File: config.mk
export PLATFORM = sky130hd
export DESIGN_NAME = cache_miss_ctrl
export DESIGN_NICKNAME = d
export VERILOG_FILES = /design/src/rtl/cache_miss_ctrl.sv
export SDC_FILE = /design/constraint.sdc
export NUM_CORES = 1
export LEC_CHECK = 0
export ABC_AREA = 1
export CAP_MARGIN = 5
export CORE_UTILIZATION = 42
export CTS_CLUSTER_DIAMETER = 120
export CTS_CLUSTER_SIZE = 20
export DETAILED_ROUTE_END_ITERATION = 12
export PLACE_DENSITY_LB_ADDON = 0.15
export SKIP_LAST_GASP = 1
export SLEW_MARGIN = 30
export SYNTH_ARGS = -nofsm -noshare
export SYNTH_HDL_FRONTEND = slang
export SYNTH_SLANG_ARGS = --single-unit
File: constraint.sdc
create_clock -name clock -period 2.6 [get_ports clock]
set_input_delay 0.26 -clock clock [delete_from_list [all_inputs] [get_ports clock]]
set_output_delay 0.26 -clock clock [all_outputs]
set_load 0.02 [all_outputs]
File: src/rtl/cache_miss_ctrl.sv
`default_nettype none
// ============================================================================
// Module   : cache_miss_ctrl
// Brief    : Miss sequencer: LRU victim query, dirty writeback, line fill and
//            MRU touch; owns per-way valid/dirty bits and shares the LRU port
//            with hit traffic. Optional macro CACHE_INVALID_FIRST_EN.
// Revision : 1.0
// ============================================================================
module cache_miss_ctrl #(
  parameter int NUM_SET        = 2,
  parameter int WAYS_PER_SET   = 2,
  parameter int TAG_W          = 20,
  parameter int NUM_SET_W      = $clog2(NUM_SET),
  parameter int WAYS_PER_SET_W = $clog2(WAYS_PER_SET)
) (
  input  logic                       clock,
  input  logic                       reset,
  input  logic                       miss_req,
  input  logic [NUM_SET_W-1:0]       miss_set,
  input  logic [TAG_W-1:0]           miss_tag,
  input  logic                       miss_is_store,
  output logic                       miss_ready,
  input  logic                       hit_req,
  input  logic [NUM_SET_W-1:0]       hit_set,
  input  logic [WAYS_PER_SET_W-1:0]  hit_way,
  input  logic                       hit_is_store,
  output logic                       hit_stall,
  output logic                       lru_victim_req,
  output logic [NUM_SET_W-1:0]       lru_victim_set,
  input  logic [WAYS_PER_SET_W-1:0]  lru_victim_way,
  output logic                       lru_update_req,
  output logic [NUM_SET_W-1:0]       lru_update_set,
  output logic [WAYS_PER_SET_W-1:0]  lru_update_way,
  output logic [NUM_SET_W-1:0]       tag_rd_set,
  output logic [WAYS_PER_SET_W-1:0]  tag_rd_way,
  input  logic [TAG_W-1:0]           tag_rd_tag,
  output logic                       mem_req,
  output logic                       mem_we,
  output logic [TAG_W+NUM_SET_W-1:0] mem_addr,
  input  logic                       mem_gnt,
  input  logic                       mem_rsp_valid,
  output logic                       fill_done,
  output logic [NUM_SET_W-1:0]       fill_set,
  output logic [WAYS_PER_SET_W-1:0]  fill_way,
  output logic [TAG_W-1:0]           fill_tag
);

  typedef enum logic [2:0] {
    S_IDLE      = 3'd0,
    S_VICTIM    = 3'd1,
    S_WB_REQ    = 3'd2,
    S_WB_WAIT   = 3'd3,
    S_FILL_REQ  = 3'd4,
    S_FILL_WAIT = 3'd5,
    S_UPDATE    = 3'd6
  } state_t;

  state_t                    r_state, w_next;
  logic [NUM_SET_W-1:0]      r_set;
  logic [TAG_W-1:0]          r_tag, r_vtag;
  logic                      r_is_store;
  logic [WAYS_PER_SET_W-1:0] r_way, w_vway;
  logic [WAYS_PER_SET-1:0]   r_valid [NUM_SET];
  logic [WAYS_PER_SET-1:0]   r_dirty [NUM_SET];
  logic                      w_victim_wb;

`ifdef CACHE_INVALID_FIRST_EN
  // Descending scan so the lowest-index invalid way wins.
  always_comb begin
    w_vway = lru_victim_way;
    for (int i = WAYS_PER_SET-1; i >= 0; i--) begin
      if (!r_valid[r_set][i]) w_vway = WAYS_PER_SET_W'(i);
    end
  end
`else
  assign w_vway = lru_victim_way;
`endif

  assign w_victim_wb = r_valid[r_set][w_vway] & r_dirty[r_set][w_vway];

  always_ff @(posedge clock or posedge reset) begin
    if (reset) r_state <= S_IDLE;
    else       r_state <= w_next;
  end

  always_comb begin
    w_next         = r_state;
    miss_ready     = 1'b0;
    hit_stall      = 1'b0;
    lru_victim_req = 1'b0;
    lru_victim_set = '0;
    lru_update_req = hit_req;
    lru_update_set = hit_set;
    lru_update_way = hit_way;
    tag_rd_set     = '0;
    tag_rd_way     = '0;
    mem_req        = 1'b0;
    mem_we         = 1'b0;
    mem_addr       = '0;
    fill_done      = 1'b0;
    fill_set       = '0;
    fill_way       = '0;
    fill_tag       = '0;
    unique case (r_state)
      S_IDLE: begin
        miss_ready = 1'b1;
        if (miss_req) w_next = S_VICTIM;
      end
      S_VICTIM: begin
        lru_victim_req = 1'b1;
        lru_victim_set = r_set;
        tag_rd_set     = r_set;
        tag_rd_way     = w_vway;
        w_next         = w_victim_wb ? S_WB_REQ : S_FILL_REQ;
      end
      S_WB_REQ: begin
        mem_req  = 1'b1;
        mem_we   = 1'b1;
        mem_addr = {r_vtag, r_set};
        if (mem_gnt) w_next = S_WB_WAIT;
      end
      S_WB_WAIT: begin
        if (mem_rsp_valid) w_next = S_FILL_REQ;
      end
      S_FILL_REQ: begin
        mem_req  = 1'b1;
        mem_addr = {r_tag, r_set};
        if (mem_gnt) w_next = S_FILL_WAIT;
      end
      S_FILL_WAIT: begin
        if (mem_rsp_valid) w_next = S_UPDATE;
      end
      S_UPDATE: begin
        // Miss completion owns the LRU port; any hit this cycle is refused.
        hit_stall      = hit_req;
        lru_update_req = 1'b1;
        lru_update_set = r_set;
        lru_update_way = r_way;
        fill_done      = 1'b1;
        fill_set       = r_set;
        fill_way       = r_way;
        fill_tag       = r_tag;
        w_next         = S_IDLE;
      end
      default: w_next = S_IDLE;
    endcase
  end

  always_ff @(posedge clock or posedge reset) begin
    if (reset) begin
      r_set      <= '0;
      r_tag      <= '0;
      r_vtag     <= '0;
      r_is_store <= 1'b0;
      r_way      <= '0;
      r_valid    <= '{default: '0};
      r_dirty    <= '{default: '0};
    end else begin
      if (r_state == S_IDLE && miss_req) begin
        r_set      <= miss_set;
        r_tag      <= miss_tag;
        r_is_store <= miss_is_store;
      end
      if (hit_req && hit_is_store && r_state != S_UPDATE && r_valid[hit_set][hit_way])
        r_dirty[hit_set][hit_way] <= 1'b1;
      // Victim invalidation is ordered last so it overrides a same-cycle store hit.
      if (r_state == S_VICTIM) begin
        r_way                   <= w_vway;
        r_vtag                  <= tag_rd_tag;
        r_valid[r_set][w_vway]  <= 1'b0;
        r_dirty[r_set][w_vway]  <= 1'b0;
      end
      if (r_state == S_UPDATE) begin
        r_valid[r_set][r_way] <= 1'b1;
        r_dirty[r_set][r_way] <= r_is_store;
      end
    end
  end

endmodule
`default_nettype wire

==> flow_summary.ini <==
[run_status]
status = complete, but fails checks
violations = DRC

[placement]
dpl.hpwl_um = 5390
placed_cell_area_um2 = 3930
gp_congestion = 0.798
io_buffers = 106
dp_worst_setup_slack_ns = 0.263

[sta]
worst_slew_pin_slew_ns = 0.445
setup-violations-final = 0
fmax_ghz = 0.407
relSlewSlack = 0.703
timing.final.ws_setup_ns = 0.144
period_minus_slack_ns = 2.46
fin_skew_ns = 0.00829
fin_crit_sh = 0.945
hold_slack_ns = 0.314
fin_setup_tns_ns = 0
grt_setup_unrepaired = no
hold_viol_final = 0
final_max_slew_viol_count = 0

[global_routing]
track_usage = 0.224
grtUsageMet3 = 0.0619
first_global_vias = 2652
grtUsageMet1 = 0.298
grt_pass1_wl_um = 12600
top_usage_layer = met2
grt_max_degree = 55
antenna_found_initial = 0
use_met2 = 0.368
grt_remaining_overflow = 0

[cells_and_area]
final_area_um2 = 4070
fin_nets = 544
final_cell_mix = nand2_1, clkdlybuf4s50_1, nor2_1, dfrtp_1, inv_1
syn_to_final_growth_pct = 42.7
drive_above_1_share = 0.0690
final_common_cell = nand2_1
n_antenna_cell = 0

[power]
ir_worst_vdd_mv = 0.627
power_density_nw_per_um2 = 1060
p_leak_nw = 2.07

[worst_setup_path]
setup.worst_path.end = mem_addr[16]
start_kind = register
cp.required_ns = 2.34
crit_type = reg2out
cp-startpoint = r_state[2]$_DFFE_PP0P_
worstPathArrival_ns = 2.20
crit_path_end_kind = primary output
worst_r2r_path_depth = 10
r2r_end = r_state[1]$_DFFE_PP0P_
reg2reg_from = r_state[0]$_DFFE_PP0P_
r2r_slack_ns = 0.84
path_max_fanout = 10

[logic_synthesis]
syn_avg_cell_area_um2 = 7.31
synth.cell_area_um2 = 2850
synthCells = 390
synth-seq-area-share = 0.474
ys_seq_elements = 54
synth_cell_types = 25
yosysWarnings = 0
synth_fp_nets = 442

[cts]
numCtsBuffers = 5
path_clk_slew_ns = 0.09
clkSinkCount = 54
h-tree-depth = 2
cts_tree = done
clkLatencyLatePin_ns = 0.31
clockBufferDepth = 2
cts-root-buf = clkbuf_8

[route]
wirelength_um = 7610
ant_nets = 0
drc = 1
routedWlPerCell_um = 13.4
post_drt_via_cell_ratio = 4.85
first_pass_iters = 8
drtIter0Drc = 113
dr_total_vias = 2766

[flow_run]
maxCapViolCount = 0

[min_path]
hold_class = in2async

[die]
num_rows = 29
io_pins = 107
die_w_um = 84.4
dieArea_um2 = 7120
initial_utilization = 0.441
core_area_um2 = 6460
die_h_um = 84.4
-- layout make-up --
type                       count  area (µm²)
clock buffer                   6        82.6
inverter                      53         205
timing repair buffer         112        1130
clock inverter                 2        12.5
multi-input combinational    265        1180
fill                         592        2390
tap                           77        96.3
timing repair inverter         1        7.51
sequential                    54        1350
-- cells in the mapped netlist (all sizes together) --
library cell	number	area (µm²)
nand2	137	527
nor2	57	246
dfrtp	54	1350
inv	53	201
o21ai	24	120
a21oi	23	115
buf	13	109
nand3	8	40.0
clkbuf	5	18.8
o22ai	5	31.3
nor3	4	30.0
o21bai	4	30.0
mux2	1	11.3
nand3b	1	11.3
nand4	1	6.26
-- power by group --
part	switching, mW	internal (mW)
Sequential	0.234	1.24
Combinational	1.40	0.927
Clock	0.285	0.215
-- state kept, by name, indices dropped and copies added, names as in the netlist --
signal and cells:
r_tag 20, r_is_store 1, r_valid 4, r_way 1, r_state 3, r_dirty 4, r_set 1, r_vtag 20
-- how the worst min path moves through the flow --
stage	start	endpoint	slack (ns)	cells after the start
floorplan	tag_rd_tag[0]	r_vtag[0]$_DFFE_PP0P_	0.37	2
global placement	r_vtag[9]$_DFFE_PP0P_	r_vtag[9]$_DFFE_PP0P_	0.46	2
detailed placement	r_vtag[9]$_DFFE_PP0P_	r_vtag[9]$_DFFE_PP0P_	0.47	2
CTS	reset	r_tag[6]$_DFFE_PP0P_	0.33	3
global route	reset	r_vtag[0]$_DFFE_PP0P_	0.34	3
finish	reset	r_tag[0]$_DFFE_PP0P_	0.31	3
-- cell families after synthesis --
group	share of synthesized area
AND/OR/NAND/NOR	0.302
buffers and inverters	0.116
AO/OA/AOI/OAI	0.104
multiplexers	0.00395
flip-flops	0.474
-- worst max-delay path, cell delays in order, from the launching register on --
cell,delay (ns)
dfrtp_2,0.47
nor2_1,0.25
nand2_4,0.17
clkinvlp_4,0.21
nand2_1,0.08
o21ai_0,0.08
clkdlybuf4s50_1,0.63
-- through the flow --
stage	std cells	power, mW	util
6_report	570	4.30	0.629
5_1_grt	570	4.66	0.629
4_1_cts	568	4.30	0.624
3_5_place_dp	560	3.79	0.608
3_3_place_gp	560	3.73	0.608
2_1_floorplan	390	2.93	-
-- layer usage --
layer  share of wire  vias to the layer above  wire, µm
met2            0.48                       94      3650
met5               0                        -         0
met4          0.0084                        0        64
met1            0.44                     1281      3380
met3           0.069                        7       522
li1                -                     1384         -
-- timing repair --
item	in CTS	in global routing
setup endpoints to repair	15	16
setup buffers	0	1
hold buffers	0	0
resized for setup	1	9
gates cloned	0	1
pin swaps	0	0
Power figures use the tool's default switching activity.
